<file path="config.mk">
export PLATFORM = sky130hd
export DESIGN_NAME = ifu_flat
export DESIGN_NICKNAME = d
export VERILOG_FILES = /design/src/rtl/ifu_if.sv /design/src/rtl/ifu.sv /design/src/flat_wrapper.sv
export SDC_FILE = /design/constraint.sdc
export NUM_CORES = 1
export LEC_CHECK = 0
export CORE_MARGIN = 5
export CORE_UTILIZATION = 40
export CTS_CLUSTER_DIAMETER = 150
export DETAILED_ROUTE_END_ITERATION = 12
export HOLD_SLACK_MARGIN = 0.06
export PLACE_DENSITY = 0.68
export SLEW_MARGIN = 20
export SYNTH_ARGS = -nofsm -noshare
export SYNTH_HDL_FRONTEND = slang
export SYNTH_SLANG_ARGS = --single-unit
</file>
<file path="constraint.sdc">
create_clock -name clk -period 5.8 [get_ports clk]
set_input_delay 1.16 -clock clk [delete_from_list [all_inputs] [get_ports clk]]
set_output_delay 1.16 -clock clk [all_outputs]
set_load 0.01 [all_outputs]
</file>
<file path="src/rtl/ifu_if.sv">
// Fetch-unit bus bundle: redirect/stall control, instruction-memory port and decode-side outputs.
// Purely structural; carries no state and adds no latency.
// Backpressure is expressed by stall (decode side) and imem_gnt (memory side).
interface ifu_if;
  logic        redirect;
  logic [31:0] redirect_pc;
  logic        stall;
  logic        imem_req;
  logic [31:0] imem_addr;
  logic        imem_gnt;
  logic        imem_rvalid;
  logic [31:0] imem_rdata;
  logic        imem_err;
  logic [31:0] inst;
  logic        inst_valid;
  logic [31:0] pc;
  logic        inst_fault;

  // The fetch unit side.
  modport master (
    input  redirect, redirect_pc, stall, imem_gnt, imem_rvalid, imem_rdata, imem_err,
    output imem_req, imem_addr, inst, inst_valid, pc, inst_fault
  );

  // The environment side: memory, decode and redirect sources.
  modport slave (
    output redirect, redirect_pc, stall, imem_gnt, imem_rvalid, imem_rdata, imem_err,
    input  imem_req, imem_addr, inst, inst_valid, pc, inst_fault
  );
endinterface

</file>
<file path="src/rtl/ifu.sv">
// Instruction fetch unit: owns the fetch PC, issues word fetches, queues responses in order.
// Latency: a response written at edge N is visible to decode in cycle N+1 (no bypass).
// Backpressure: requests are credit-limited (queued + outstanding < QDEPTH); stall holds the head.
module ifu #(
  parameter logic [31:0] BOOT_ADDR = 32'h0000_0000,
  parameter int unsigned QDEPTH    = 2
) (
  input  logic clk,
  input  logic rstn,
  ifu_if.master bus
);

  localparam int CW = $clog2(QDEPTH + 1);
  localparam int PW = $clog2(QDEPTH);
  localparam logic [CW:0] QD_C = (CW + 1)'(QDEPTH);

  logic [31:0]   fpc;
  logic [31:0]   dpc;
  logic [CW-1:0] occ;
  logic [CW-1:0] outst;
  logic [CW-1:0] drop;
  logic [PW-1:0] rd_ptr;
  logic [PW-1:0] wr_ptr;
  logic [31:0]   q_data [QDEPTH];
  logic          q_err  [QDEPTH];

  logic [CW:0]   credit;
  logic          req;
  logic          fire;
  logic          push;
  logic          pop;
  logic          rsp_drop;
  logic          head_vld;
  logic [31:0]   rpc_al;

  // Credits count both queued entries and responses still owed, so a push can never overflow.
  assign credit   = {1'b0, occ} + {1'b0, outst};
  // Gating with rstn keeps the request low for the whole reset window.
  assign req      = rstn && !bus.redirect && (credit < QD_C);
  assign fire     = req && bus.imem_gnt;
  assign head_vld = (occ != '0);
  assign pop      = head_vld && !bus.stall;
  assign rsp_drop = bus.imem_rvalid && (drop != '0);
  assign push     = bus.imem_rvalid && !bus.redirect && (drop == '0);
  assign rpc_al   = bus.redirect_pc & 32'hFFFF_FFFC;

  // PCs, counters and queue pointers; redirect overrides every other update.
  always_ff @(posedge clk or negedge rstn) begin
    if (!rstn) begin
      fpc    <= BOOT_ADDR;
      dpc    <= BOOT_ADDR;
      occ    <= '0;
      outst  <= '0;
      drop   <= '0;
      rd_ptr <= '0;
      wr_ptr <= '0;
    end else if (bus.redirect) begin
      fpc    <= rpc_al;
      dpc    <= rpc_al;
      occ    <= '0;
      rd_ptr <= '0;
      wr_ptr <= '0;
      // Everything still owed is stale, except a response landing right now (discarded here).
      outst  <= outst - CW'(bus.imem_rvalid);
      drop   <= outst - CW'(bus.imem_rvalid);
    end else begin
      if (fire) fpc <= fpc + 32'd4;
      if (pop) begin
        dpc    <= dpc + 32'd4;
        rd_ptr <= rd_ptr + PW'(1);
      end
      if (push) wr_ptr <= wr_ptr + PW'(1);
      if (rsp_drop) drop <= drop - CW'(1);
      outst <= outst + CW'(fire) - CW'(bus.imem_rvalid);
      occ   <= occ + CW'(push) - CW'(pop);
    end
  end

  // Queue storage needs no reset: the head is masked whenever the queue is empty.
  always_ff @(posedge clk) begin
    if (push) begin
      q_data[wr_ptr] <= bus.imem_rdata;
      q_err[wr_ptr]  <= bus.imem_err;
    end
  end

  assign bus.imem_req   = req;
  assign bus.imem_addr  = fpc;
  assign bus.inst_valid = head_vld;
  assign bus.inst       = head_vld ? q_data[rd_ptr] : 32'h0;
  assign bus.inst_fault = head_vld && q_err[rd_ptr];
  assign bus.pc         = dpc;

endmodule
</file>
<file path="src/flat_wrapper.sv">
// flat-port wrapper written by rule: the top's interface ports become plain ports
module ifu_flat 
#(
  parameter logic [31:0] BOOT_ADDR = 32'h0000_0000,
  parameter int unsigned QDEPTH    = 2
)
  (clk, rstn, bus_redirect, bus_redirect_pc, bus_stall, bus_imem_gnt, bus_imem_rvalid, bus_imem_rdata, bus_imem_err, bus_imem_req, bus_imem_addr, bus_inst, bus_inst_valid, bus_pc, bus_inst_fault);
  ifu_if bus_i ();
  input  logic clk;
  input  logic rstn;
  input wire logic [$bits(bus_i.redirect)-1:0] bus_redirect;
  input wire logic [$bits(bus_i.redirect_pc)-1:0] bus_redirect_pc;
  input wire logic [$bits(bus_i.stall)-1:0] bus_stall;
  input wire logic [$bits(bus_i.imem_gnt)-1:0] bus_imem_gnt;
  input wire logic [$bits(bus_i.imem_rvalid)-1:0] bus_imem_rvalid;
  input wire logic [$bits(bus_i.imem_rdata)-1:0] bus_imem_rdata;
  input wire logic [$bits(bus_i.imem_err)-1:0] bus_imem_err;
  output wire logic [$bits(bus_i.imem_req)-1:0] bus_imem_req;
  output wire logic [$bits(bus_i.imem_addr)-1:0] bus_imem_addr;
  output wire logic [$bits(bus_i.inst)-1:0] bus_inst;
  output wire logic [$bits(bus_i.inst_valid)-1:0] bus_inst_valid;
  output wire logic [$bits(bus_i.pc)-1:0] bus_pc;
  output wire logic [$bits(bus_i.inst_fault)-1:0] bus_inst_fault;
  assign bus_i.redirect = bus_redirect;
  assign bus_i.redirect_pc = bus_redirect_pc;
  assign bus_i.stall = bus_stall;
  assign bus_i.imem_gnt = bus_imem_gnt;
  assign bus_i.imem_rvalid = bus_imem_rvalid;
  assign bus_i.imem_rdata = bus_imem_rdata;
  assign bus_i.imem_err = bus_imem_err;
  assign bus_imem_req = bus_i.imem_req;
  assign bus_imem_addr = bus_i.imem_addr;
  assign bus_inst = bus_i.inst;
  assign bus_inst_valid = bus_i.inst_valid;
  assign bus_pc = bus_i.pc;
  assign bus_inst_fault = bus_i.inst_fault;
  ifu #(.BOOT_ADDR(BOOT_ADDR), .QDEPTH(QDEPTH)) u_core (.clk(clk), .rstn(rstn), .bus(bus_i));
endmodule
</file>
Yosys cells after proc, flatten, opt, wreduce, memory -nomap -nowiden
Memories as Yosys holds them, arrays and structs flattened.
Index checks and enable logic that the tools add are counted.

storage, ports and cells
  word-level logic and storage cells = 53
  RAM bits = 66
  register bits after elaboration = 72
  input port bits = 71
  output and inout bits = 99
  memories kept = 2

memories
  name           words  bits a word  rd ports  clocked after memory_dff  wr ports  RTL line   text
  u_core.q_data  2      32           1         0                         1         ifu.sv:24  logic [31:0] q_data [QDEPTH];
  u_core.q_err   2      1            1         0                         1         ifu.sv:25  logic q_err [QDEPTH];

cells by class
  reduce and logical (&&, ||, !) cells = 17
  order comparisons = 1
  $add $sub $neg = 11
  multiplexer cells = 15

operators with widths
  operator                                                              count
  32-bit 2-to-1 mux                                                     5
  32-bit by 3-bit adder with 32-bit output, second input constant       2
  2-bit nonzero test                                                    6
  1-bit logical AND                                                     8
  2-bit 2-to-1 mux                                                      4
  1-bit 2-to-1 mux                                                      6
  2-bit by 1-bit subtractor with 2-bit output                           3
  2-bit by 1-bit adder with 2-bit output                                2
  2-bit by 2-bit adder with 3-bit output                                1
  3-bit by 2-bit < comparator with 1-bit output, second input constant  1
  1-bit adder, second input constant                                    2
  1-bit zero test                                                       2
  2-bit zero test                                                       1
  2-bit by 1-bit subtractor with 2-bit output, second input constant    1

Depth between registers and ports, before layout
  word-level depth = 7
  depth in mapped cells = 10
  depth with buffers taken out = 10

Least setup slack after synthesis
Ideal clock, no wire load.

  path kind = input port to flip-flop
  start = input port bus_redirect
  end = memory u_core.q_data[0][0], enable pin
  path buffers = 3
  stages = 4
  setup time = 464 ps
  slack = 1334 ps
  arrival time = 4001 ps
  path through = buf_6 -> clkbuf_1 -> clkbuf_1 -> nor3_1

between the ends
  word-level cells in the longest chain between the ends = 5

RTL lines
  item                                    RTL line            text
  start, declared                         flat_wrapper.sv:11  input wire logic [$bits(bus_i.redirect)-1:0] bus_redirect;
  1-bit zero test                         ifu.sv:44           assign push = bus.imem_rvalid && !bus.redirect && (drop == '0);
  1-bit logical AND (2 in a row)          ifu.sv:44
  1-bit 2-to-1 mux                        ifu.sv:81           if (push) begin
  1-bit 2-to-1 mux (not written as such)  ifu.sv:82           q_data[wr_ptr] <= bus.imem_rdata;
  end, declared                           ifu.sv:24

Every way passes these cells.

Worst setup path in the final report
  start = register u_core.occ[0]
  end = output port bus_imem_req

between the ends
  word-level cells in the longest chain between the ends = 3

RTL lines
  item                                           RTL line            text
  start, declared                                ifu.sv:19           logic [CW-1:0] occ;
  start signal, assigned                         ifu.sv:75           occ <= occ + CW'(push) - CW'(pop);
  2-bit by 2-bit adder with 3-bit output         ifu.sv:37           assign credit = {1'b0, occ} + {1'b0, outst};
  3-bit by 2-bit < comparator with 1-bit output  ifu.sv:39           assign req = rstn && !bus.redirect && (credit < QD_C);
  1-bit logical AND                              ifu.sv:39
  end, declared                                  flat_wrapper.sv:18  output wire logic [$bits(bus_i.imem_req)-1:0] bus_imem_req;

Every way passes these cells.

==> reports/qor.yml <==
run_status:
  status: "finished clean"
placed_design:
  postPlaceCellArea_mm2: 0.00815
  dp_hpwl_um: 11600
  gp_congestion: 0.849
  dp.cells: 899
  portBuffers: 163
  dp_worst_setup_slack_ns: 2.08
sta:
  setup_viol: 0
  slew_violations: 0
  rsz0062_at_grt: "false"
  fin_skew_ns: 0.0154
  fin_ws_ns: 1.93
  totalNegativeSetupSlack_ns: 0
  finalCritPeriodShare_pct: 66.7
  finalCriticalPeriod_ns: 3.87
  tightest_slew_ns: 1.07
  maxSlewHeadroom_pct: 28.1
  max_freq_mhz: 258
  hold_violations: 0
logic_synthesis:
  synth_cell_types: 56
  synth_edf_count: 66
  ys_seq_area_share_pct: 58.2
  syn_area_per_cell_um2: 11.7
  synth_common_cells: "dfrtp_1 (68), edfxtp_1 (66), nor2_1 (53), mux2i_1 (39), nand2_1 (37)"
  ys_async_sr_fraction_pct: 50.7
  synth_area_mm2: 0.00633
  synth_warnings: 0
  synth.most_common_cell: "dfrtp_1"
  syn_inst: 540
  synth_area_leader_cell: "edfxtp_1"
  synth_top_area_share_pct: 31.3
  synth_top_flop_cell: "dfrtp_1"
  synth_seq_cells: 134
  synth_area_leaders: "edfxtp_1 (31%), dfrtp_1 (27%), mux2i_1 (6.2%), xor2_1 (3.2%), nor2_1 (3.1%)"
finish:
  num_antenna_cells: 0
  layout-drive-gt1-share_pct: 9.09
  finalNonFillerCells: 931
  syn2layout_area_growth_pct: 37.7
  fin_nets: 781
  design_area_mm2: 0.00872
drt:
  ant_nets: 0
  wl_um: 16600
  via_per_inst: 5.16
  drt_pass1_iterations: 4
  wire_per_inst_um: 17.8
  drc: 0
  drt-initial-drc-count: 235
  via_count: 4804
floorplan:
  start_util_pct: 40.3
  die_area_mm2: 0.0184
  fp.coreArea_mm2: 0.0157
  die_y_um: 136
  rows: 46
  die_x_um: 136
  io_pins: 170
global_routing:
  overflow: 0
  grt_use_total_pct: 18.2
  grt_pass1_vias: 5073
  grt_max_degree: 69
  grt_pass1_wl_um: 26400
  antenna_found_initial: 0
critical_path:
  critPathMaxFanout: 4
  end_kind: "output pin"
  arrival_ns: 2.71
  worstSetupPathType: "reg -> out"
  rr_worst_depth: 10
  cp.required_ns: 4.64
  start_kind: "register"
  r2r-end: "u_core.bus.imem_addr[24]"
  timing.rr.start: "u_core.occ[0]"
  ff2ff_setup_slack_ns: 2.84
clock_tree:
  cts_tree: "done"
  cts.sinks: 134
  ctsResizeCount: 0
  hold_buffers: 0
  clk_latency_ns: 0.42
  htreeDepth: 4
  path_clk_slew_ns: 0.06
  cts-root-buf: "clkbuf_16"
  numCtsBuffers: 17
  cts_setup_buffers: 0
  cts_max_path_buffers: 2
power:
  power.density_mw_per_mm2: 373
  irDropWorstVdd_uv: 188
  total_power_mw: 3.25
  p_leak_nw: 3.22
hold_path:
  hold_depth: 1
  hold_start: "u_core.bus.imem_addr[26]"
  whs_endpoint: "u_core.bus.imem_addr[26]"
  hp-class: "reg -> reg"
run:
  maxCapViolCount: 0
## sequential cells by signal (all words and copies together) (netlist names)
signal / flops
u_core.rd_ptr: 1
u_core.bus.imem_addr: 30
u_core.occ: 2
u_core.outst: 2
u_core.bus.pc: 30
u_core.q_err: 2
u_core.wr_ptr: 1
u_core.q_data: 64
u_core.drop: 2
## kinds of logic (layout without fill, tap and decap cells)
| kind of cell | count (synthesis) | count (layout) | share of synthesized area (%) |
|---|---|---|---|
| flops | 134 | 134 | 58.2 |
| compound gates | 72 | 72 | 7.53 |
| mux | 47 | 47 | 7.59 |
| simple gates | 186 | 186 | 15.6 |
| xor+xnor | 43 | 43 | 5.95 |
| fa+ha+maj | 8 | 8 | 1.70 |
| buf+inv | 49 | 221 | 3.42 |
| other cells | 1 | 4 | 0.0592 |
## metal layers
metal  GRT usage [%]  share of wire (%)  up-vias
met5               0                  0        -
met4            6.38                1.9        0
met3            6.25                8.2       23
met2            28.3                 46      188
met1            24.0                 44     2316
li1                -                  -     2277
## metrics by stage
step / hold WS [ns] / utilization [%]
floorplan: 0.516 / -
global placement: 0.542 / 51.9
detailed placement: 0.553 / 51.9
CTS: 0.567 / 55.5
global route: 0.587 / 55.5
finish: 0.565 / 55.5
## cell usage in the layout, fill, tap and decap left out, drive strengths merged, types with 3 or more instances in the layout
cell type,synthesis,layout
mux2,8,8
conb,1,4
or3,6,6
nor4,4,4
a21boi,5,5
xor2,23,23
mux2i,39,39
clkbuf,20,17
and4,4,4
inv,19,25
a31oi,6,6
a21oi,10,10
nand4,25,25
nand2b,3,3
nand3,23,23
xnor2,20,20
clkinvlp,0,3
dfrtp,68,68
clkinv,1,6
clkdlybuf4s50,0,161
nor3,5,5
nand2,37,37
buf,9,8
and2,5,5
nor2,54,54
edfxtp,66,66
o21ai,24,24
ha,7,7
and3,13,13
o311ai,4,4
o211ai,10,10
## how the worst max path moves through the flow
stage,startpoint,to,slack (ns),depth (start not counted)
finish,u_core.occ[0],bus_imem_req,1.93,6
global route,u_core.occ[0],bus_imem_req,1.80,6
CTS,u_core.occ[0],bus_imem_req,1.91,6
detailed placement,bus_redirect,bus_imem_req,2.08,4
global placement,bus_redirect,bus_imem_req,2.08,4
floorplan,bus_redirect,u_core.q_data[0][0],1.33,4
## final cells by class
class	instances	area, um2
clock buffer	17	425
clock inverter	15	144
fill	1323	6990
inverter	20	75.1
multi-input combinational	360	2450
sequential	134	3680
tap	216	270
timing repair buffer	169	1670
## critical path: stages, from the launching register on
cell and delay [ns]:
dfrtp_1 0.38, inv_1 0.07, nor2_1 0.14, fa_1 0.44
or4b_4 0.58, inv_1 0.12, clkdlybuf4s50_1 0.58
## report_power, final
part	internal (mW)	total, mW	switching (mW)
registers	1.11	1.25	0.141
logic	0.527	0.978	0.451
clock network	0.598	1.03	0.430
Note: power is estimated with default switching activity, not from simulation.
